### src/rtl/rob_wb_arbiter_if.sv
// Write-back bus between the execution units, the arbiter and the ROB result port.
// Requester i occupies slice i of every packed req_* bus.
interface rob_wb_arbiter_if #(
   parameter int ROB_WIDTH = 4,
   parameter int N_REQ     = 3
);
   logic [N_REQ-1:0]           req_valid;
   logic [N_REQ-1:0]           req_ready;
   logic [N_REQ*ROB_WIDTH-1:0] req_tag;
   logic [N_REQ*3-1:0]         req_op;
   logic [N_REQ*5-1:0]         req_rd;
   logic [N_REQ*32-1:0]        req_wdata;
   logic [N_REQ*32-1:0]        req_jump;
   logic                       to_rob;
   logic [ROB_WIDTH-1:0]       to_rob_tag;
   logic [2:0]                 to_rob_op;
   logic [4:0]                 to_rob_rd;
   logic [31:0]                to_rob_wdata;
   logic [31:0]                to_rob_jump;

   modport master (
      output req_valid, req_tag, req_op, req_rd, req_wdata, req_jump,
      input  req_ready, to_rob, to_rob_tag, to_rob_op, to_rob_rd, to_rob_wdata, to_rob_jump
   );

   modport slave (
      input  req_valid, req_tag, req_op, req_rd, req_wdata, req_jump,
      output req_ready, to_rob, to_rob_tag, to_rob_op, to_rob_rd, to_rob_wdata, to_rob_jump
   );
endinterface

### src/rtl/rob_wb_arbiter.sv
// ROB write-back arbiter: one holding slot per execution unit, one registered result per cycle.
// Define WBARB_FIXED_PRIO_EN for lowest-index-wins priority instead of round-robin.
module rob_wb_arbiter #(
   parameter int ROB_WIDTH = 4,
   parameter int N_REQ     = 3
) (
   input  logic            clk_in,
   input  logic            rst_n_in,
   input  logic            rdy_in,
   input  logic            clear_in,
   rob_wb_arbiter_if.slave bus
);
   localparam int PTR_W = (N_REQ > 1) ? $clog2(N_REQ) : 1;

   logic [N_REQ-1:0]     full_r;
   logic [ROB_WIDTH-1:0] tag_r   [N_REQ];
   logic [2:0]           op_r    [N_REQ];
   logic [4:0]           rd_r    [N_REQ];
   logic [31:0]          wdata_r [N_REQ];
   logic [31:0]          jump_r  [N_REQ];

   logic [N_REQ-1:0]     pick_s;
   logic [N_REQ-1:0]     grant_s;
   logic [N_REQ-1:0]     ready_s;
   logic [N_REQ-1:0]     accept_s;
   logic [PTR_W-1:0]     win_idx_s;
   logic [ROB_WIDTH-1:0] win_tag_s;
   logic [2:0]           win_op_s;
   logic [4:0]           win_rd_s;
   logic [31:0]          win_wdata_s;
   logic [31:0]          win_jump_s;

   logic                 to_rob_r;
   logic [ROB_WIDTH-1:0] out_tag_r;
   logic [2:0]           out_op_r;
   logic [4:0]           out_rd_r;
   logic [31:0]          out_wdata_r;
   logic [31:0]          out_jump_r;

`ifdef WBARB_FIXED_PRIO_EN
   // Candidate set: every full slot, so the lowest index wins.
   always_comb begin
      pick_s = full_r;
   end
`else
   logic [PTR_W-1:0] ptr_r;
   logic [N_REQ-1:0] hi_mask_s;

   // Candidate set: full slots at or above ptr first, otherwise wrap to all full slots.
   always_comb begin
      hi_mask_s = '0;
      for (int i = 0; i < N_REQ; i++) begin
         hi_mask_s[i] = (PTR_W'(i) >= ptr_r);
      end
      if (|(full_r & hi_mask_s)) begin
         pick_s = full_r & hi_mask_s;
      end else begin
         pick_s = full_r;
      end
   end

   // Round-robin pointer: moves past the winner, holds on no grant, clear or stall.
   always_ff @(posedge clk_in) begin
      if (!rst_n_in) begin
         ptr_r <= '0;
      end else if (rdy_in && !clear_in && (|grant_s)) begin
         ptr_r <= (win_idx_s == PTR_W'(N_REQ - 1)) ? '0 : win_idx_s + PTR_W'(1);
      end else begin
         ptr_r <= ptr_r;
      end
   end
`endif

   // Grant isolates the lowest candidate bit; depends only on registered state.
   always_comb begin
      grant_s = pick_s & (~pick_s + N_REQ'(1));
   end

   // One-hot OR-mux of the winning slot.
   always_comb begin
      win_idx_s   = '0;
      win_tag_s   = '0;
      win_op_s    = 3'b000;
      win_rd_s    = 5'd0;
      win_wdata_s = 32'd0;
      win_jump_s  = 32'd0;
      for (int i = 0; i < N_REQ; i++) begin
         if (grant_s[i]) begin
            win_idx_s   = win_idx_s | PTR_W'(i);
            win_tag_s   = win_tag_s | tag_r[i];
            win_op_s    = win_op_s | op_r[i];
            win_rd_s    = win_rd_s | rd_r[i];
            win_wdata_s = win_wdata_s | wdata_r[i];
            win_jump_s  = win_jump_s | jump_r[i];
         end else begin
            win_idx_s   = win_idx_s;
         end
      end
   end

   // Ready: empty slots, or the slot being drained this cycle, may accept.
   always_comb begin
      if (rst_n_in && rdy_in && !clear_in) begin
         ready_s = ~full_r | grant_s;
      end else begin
         ready_s = '0;
      end
      accept_s = bus.req_valid & ready_s;
   end

   // Holding slots: refill wins over drain so a lone unit streams one per cycle.
   always_ff @(posedge clk_in) begin
      if (!rst_n_in) begin
         full_r <= '0;
         for (int i = 0; i < N_REQ; i++) begin
            tag_r[i]   <= '0;
            op_r[i]    <= 3'b100;
            rd_r[i]    <= 5'd0;
            wdata_r[i] <= 32'd0;
            jump_r[i]  <= 32'd0;
         end
      end else if (rdy_in && clear_in) begin
         full_r <= '0;
      end else if (rdy_in) begin
         for (int i = 0; i < N_REQ; i++) begin
            if (accept_s[i]) begin
               full_r[i]  <= 1'b1;
               tag_r[i]   <= bus.req_tag[i*ROB_WIDTH +: ROB_WIDTH];
               op_r[i]    <= bus.req_op[i*3 +: 3];
               rd_r[i]    <= bus.req_rd[i*5 +: 5];
               wdata_r[i] <= bus.req_wdata[i*32 +: 32];
               jump_r[i]  <= bus.req_jump[i*32 +: 32];
            end else if (grant_s[i]) begin
               full_r[i]  <= 1'b0;
            end
         end
      end
   end

   // Output register: one-cycle strobe per grant, data holds between grants.
   always_ff @(posedge clk_in) begin
      if (!rst_n_in) begin
         to_rob_r    <= 1'b0;
         out_tag_r   <= '0;
         out_op_r    <= 3'b100;
         out_rd_r    <= 5'd0;
         out_wdata_r <= 32'd0;
         out_jump_r  <= 32'd0;
      end else if (rdy_in) begin
         if (clear_in) begin
            to_rob_r <= 1'b0;
         end else if (|grant_s) begin
            to_rob_r    <= 1'b1;
            out_tag_r   <= win_tag_s;
            out_op_r    <= win_op_s;
            out_rd_r    <= win_rd_s;
            out_wdata_r <= win_wdata_s;
            out_jump_r  <= win_jump_s;
         end else begin
            to_rob_r <= 1'b0;
         end
      end
   end

   assign bus.req_ready    = ready_s;
   assign bus.to_rob       = to_rob_r;
   assign bus.to_rob_tag   = out_tag_r;
   assign bus.to_rob_op    = out_op_r;
   assign bus.to_rob_rd    = out_rd_r;
   assign bus.to_rob_wdata = out_wdata_r;
   assign bus.to_rob_jump  = out_jump_r;
endmodule
### src/flat_wrapper.sv
// flat-port wrapper written by rule: the top's interface ports become plain ports
module rob_wb_arbiter_flat 
#(
   parameter int ROB_WIDTH = 4,
   parameter int N_REQ     = 3
)
  (clk_in, rst_n_in, rdy_in, clear_in, bus_req_valid, bus_req_tag, bus_req_op, bus_req_rd, bus_req_wdata, bus_req_jump, bus_req_ready, bus_to_rob, bus_to_rob_tag, bus_to_rob_op, bus_to_rob_rd, bus_to_rob_wdata, bus_to_rob_jump);
  rob_wb_arbiter_if #(.ROB_WIDTH(ROB_WIDTH), .N_REQ(N_REQ)) bus_i ();
  input  logic clk_in;
  input  logic rst_n_in;
  input  logic rdy_in;
  input  logic clear_in;
  input wire logic [$bits(bus_i.req_valid)-1:0] bus_req_valid;
  input wire logic [$bits(bus_i.req_tag)-1:0] bus_req_tag;
  input wire logic [$bits(bus_i.req_op)-1:0] bus_req_op;
  input wire logic [$bits(bus_i.req_rd)-1:0] bus_req_rd;
  input wire logic [$bits(bus_i.req_wdata)-1:0] bus_req_wdata;
  input wire logic [$bits(bus_i.req_jump)-1:0] bus_req_jump;
  output wire logic [$bits(bus_i.req_ready)-1:0] bus_req_ready;
  output wire logic [$bits(bus_i.to_rob)-1:0] bus_to_rob;
  output wire logic [$bits(bus_i.to_rob_tag)-1:0] bus_to_rob_tag;
  output wire logic [$bits(bus_i.to_rob_op)-1:0] bus_to_rob_op;
  output wire logic [$bits(bus_i.to_rob_rd)-1:0] bus_to_rob_rd;
  output wire logic [$bits(bus_i.to_rob_wdata)-1:0] bus_to_rob_wdata;
  output wire logic [$bits(bus_i.to_rob_jump)-1:0] bus_to_rob_jump;
  assign bus_i.req_valid = bus_req_valid;
  assign bus_i.req_tag = bus_req_tag;
  assign bus_i.req_op = bus_req_op;
  assign bus_i.req_rd = bus_req_rd;
  assign bus_i.req_wdata = bus_req_wdata;
  assign bus_i.req_jump = bus_req_jump;
  assign bus_req_ready = bus_i.req_ready;
  assign bus_to_rob = bus_i.to_rob;
  assign bus_to_rob_tag = bus_i.to_rob_tag;
  assign bus_to_rob_op = bus_i.to_rob_op;
  assign bus_to_rob_rd = bus_i.to_rob_rd;
  assign bus_to_rob_wdata = bus_i.to_rob_wdata;
  assign bus_to_rob_jump = bus_i.to_rob_jump;
  rob_wb_arbiter #(.ROB_WIDTH(ROB_WIDTH), .N_REQ(N_REQ)) u_core (.clk_in(clk_in), .rst_n_in(rst_n_in), .rdy_in(rdy_in), .clear_in(clear_in), .bus(bus_i));
endmodule
### config.mk
export PLATFORM = sky130hd
export DESIGN_NAME = rob_wb_arbiter_flat
export DESIGN_NICKNAME = d
export VERILOG_FILES = /design/src/rtl/rob_wb_arbiter_if.sv /design/src/rtl/rob_wb_arbiter.sv /design/src/flat_wrapper.sv
export SDC_FILE = /design/constraint.sdc
export NUM_CORES = 1
export LEC_CHECK = 0
export ABC_AREA = 1
export CAP_MARGIN = 20
export CORE_MARGIN = 5
export CORE_UTILIZATION = 34
export DETAILED_ROUTE_END_ITERATION = 7
export PLACE_DENSITY_LB_ADDON = 0.3
export SYNTH_ARGS = -nofsm -noshare
export SYNTH_HDL_FRONTEND = slang
export SYNTH_SLANG_ARGS = --single-unit
### constraint.sdc
create_clock -name clk_in -period 10.1 [get_ports clk_in]
set_clock_uncertainty 0.1 [all_clocks]
set_input_delay 2.02 -clock clk_in [delete_from_list [all_inputs] [get_ports clk_in]]
set_output_delay 2.02 -clock clk_in [all_outputs]
set_load 0.005 [all_outputs]
==> metrics <==
busiest metal layer after global routing met2; post-DR vias/cell 4.31; Synth Cell Area 14100 µm²; Yosys cell types 27; DP Worst Slack 4.08 ns; period utilisation layout 0.595; Syn. warnings 0; Max-Slew Margin vs Limit 0.356; Final HPWL DP 23100 µm; Static Leak 8.58 nW; Worst Setup Slack, final 4.09 ns; clock buffer depth 3; reg2reg start u_core.full_r[2]; Max VDD drop 79.2 µV; Rows 74; post_cts resized 0; CTS Hold Bufs 0; setup bufs post-CTS 0; area delta synth->final 31.0%; starting density of the core 0.345; R2R setup slack 6.98 ns; pwr dens 160 nW/µm²; Final GP Congestion 0.793; Pint 2.30 mW; count of boundary I/O pins 315; syn_nets 1769; root buf cell clkbuf_16; max-slew violations 0; final antenna-violating net count 0; Crit Reg-Reg Endpoint u_core.jump_r[0][32]; GR Overflow Total 0; Post-Route WL 37200 µm; Worst path slowest cell buf_4; CP required 7.98 ns; Flop pwr share 0.491; switching share of power 0.222; non-filler cells, final 2381; area of the multi-input gates 3930 µm²; worst slew pin tran 0.967 ns; Mapped Avg Cell Area 9.21 µm²; worst hold stages 2; asr flop ratio synth 0; DR pass1 iterations 5; number of CTS-inserted buffers 35; max-cap viol count 0; DR iter-0 viols 689; top cell type by total area after synthesis edfxtp_1; CP Class in -> out; hold endpoint u_core.bus.to_rob; GR Layer Usage met3 0.0339; detailed-route via count 10300; sequential area share after synthesis 0.601; storage element area 8490 µm²; Power, Total 2.96 mW; status finished clean; class of the worst hold path reg -> reg; fin util 0.452; clock power share 0.420; CP Max Fanout 80; Most used DFF post-synth edfxtp_1; die width 214 µm; die height 214 µm; Sink Count 310; final hold vios 0; cells after synthesis 1534; Wirelength per Cell 15.6 µm; H-Tree Depth 2; Sum Neg Setup Slack 0 ns; dpl cells 2317; CTS tree yes; maximum clock frequency 166 MHz; top cell type's share of synthesized area 0.485; number of global-route vias before repair 10400; synth cell count leaders nand2_1, edfxtp_1, nand2_2; Nets 2058; Combinational Power Share 0.089; RSZ-0062 raised after global routing no; gr usage total 0.159; max incr delay on CP 0.72 ns; FF-to-FF path depth 11; count leader, synth nand2_1; post-route minimum period 6.01 ns; layout cells sized above 1 0.219; clk slew on worst S/H paths 0.06 ns; Clk Latency, worst-skew pair 0.53 ns; CP endpoint kind output pin; GR met1 Demand/Resource 0.205; Post-synth EDFFs 228; Sw Pwr 656 µW; met2 Usage GRT 0.270; Critical Path AT 3.89 ns; pin count of the biggest net entering global routing 127; layout filler cell count 3955; hold_sp u_core.bus.to_rob; startpoint types primary input; core area 40900 µm²; Die ar. 45700 µm²; diode count 0; CP Cell Sequence buf_4 > nand2_1 > a21oi_4 > clkdlybuf4s50_1; Synth area leaders edfxtp_1, nand2_1, dfxtp_1; DRC 0; first-pass GRT wire length 56700 µm; PortBufs 314; Final setup viols 0; synthesized flop and latch total 310; initial antenna violation count 1
[sequential cells by signal (all words and copies together) (netlist names)]
name,count
u_core.jump_r,96
u_core.bus.to_rob_tag,4
u_core.bus.to_rob,1
u_core.op_r,9
u_core.bus.to_rob_wdata,32
u_core.bus.to_rob_rd,5
u_core.rd_r,15
u_core.bus.to_rob_op,3
u_core.full_r,3
u_core.ptr_r,2
u_core.bus.to_rob_jump,32
u_core.wdata_r,96
u_core.tag_r,12
[metal layers]
layer,share of wire,up-vias
li1,-,5211
met1,0.43,4706
met2,0.48,293
met3,0.066,58
met4,0.025,2
met5,0.00035,-
[power by group through the flow]
stage          logic (mW)  clock network (mW)  registers (mW)
2_1_floorplan       0.132                   0            1.48
3_3_place_gp        0.267                   0            1.48
3_5_place_dp        0.268                   0            1.48
4_1_cts             0.269                1.28            1.45
5_1_grt             0.289                1.33            1.46
6_report            0.263                1.24            1.45
[layout by cell type (no fill, tap or decap)]
master	synthesis	final
nand3b_2	1	1
a21oi_4	1	1
clkinv_1	0	1
clkinv_2	0	6
clkbuf_16	0	37
inv_4	0	1
clkbuf_8	0	6
inv_1	113	111
buf_12	18	2
clkinv_4	0	1
edfxtp_1	228	228
nand3_4	2	2
clkinvlp_4	0	1
o21ai_0	47	47
nand2_1	456	453
buf_4	10	10
nor2_4	1	2
inv_2	162	161
bufinv_16	0	1
clkbuf_1	16	12
nand3_1	6	6
o21ai_1	30	30
nand2_4	2	5
dfxtp_1	82	82
nand3_2	1	1
a21oi_2	1	1
clkdlybuf4s50_1	0	313
nor2_1	152	151
a21oi_1	8	8
nand2_2	166	166
nand4_1	2	2
[how the worst max path moves through the flow]
stage,slack (ns),to,startpoint
final,4.09,bus_req_ready[1],rst_n_in
after detailed placement,4.08,bus_req_ready[1],rst_n_in
after global routing,3.95,bus_req_ready[2],rst_n_in
after floorplan,5.31,u_core.jump_r[0][0],rdy_in
after CTS,4.09,bus_req_ready[1],rst_n_in
after global placement,4.07,bus_req_ready[1],rst_n_in
[kinds of logic (layout without fill, tap and decap cells)]
family / count (synthesis) / in the layout / synth area share
flip-flops: 310 / 310 / 0.601
AND/OR/NAND/NOR: 789 / 789 / 0.245
AO/OA/AOI/OAI: 87 / 87 / 0.0319
buffers and inverters: 348 / 663 / 0.123
[critical path, delay by kind of cell]
| family | cells | cell delay, ns |
|---|---|---|
| and+or+nand+nor | 1 | 0.35 |
| buffers and inverters | 2 | 1.25 |
| AOI/OAI and AO/OA | 1 | 0.24 |
[area by class of cell]
type                    count  share of cell area
flip-flops and latches    310               0.459
multi-input cells         876               0.213
repair buffers            325               0.176
clock buffers              55              0.0570
inverters                 275              0.0561
well taps                 532              0.0360
clock inverters             8             0.00379
[stage by stage]
stage          hold WS (ns)  instance area [µm²]
5_1_grt               0.418                18500
3_5_place_dp          0.373                17400
3_3_place_gp          0.371                17400
6_report              0.377                18500
4_1_cts               0.381                18500
2_1_floorplan         0.353                14100
(Power assumes the default switching activity.)
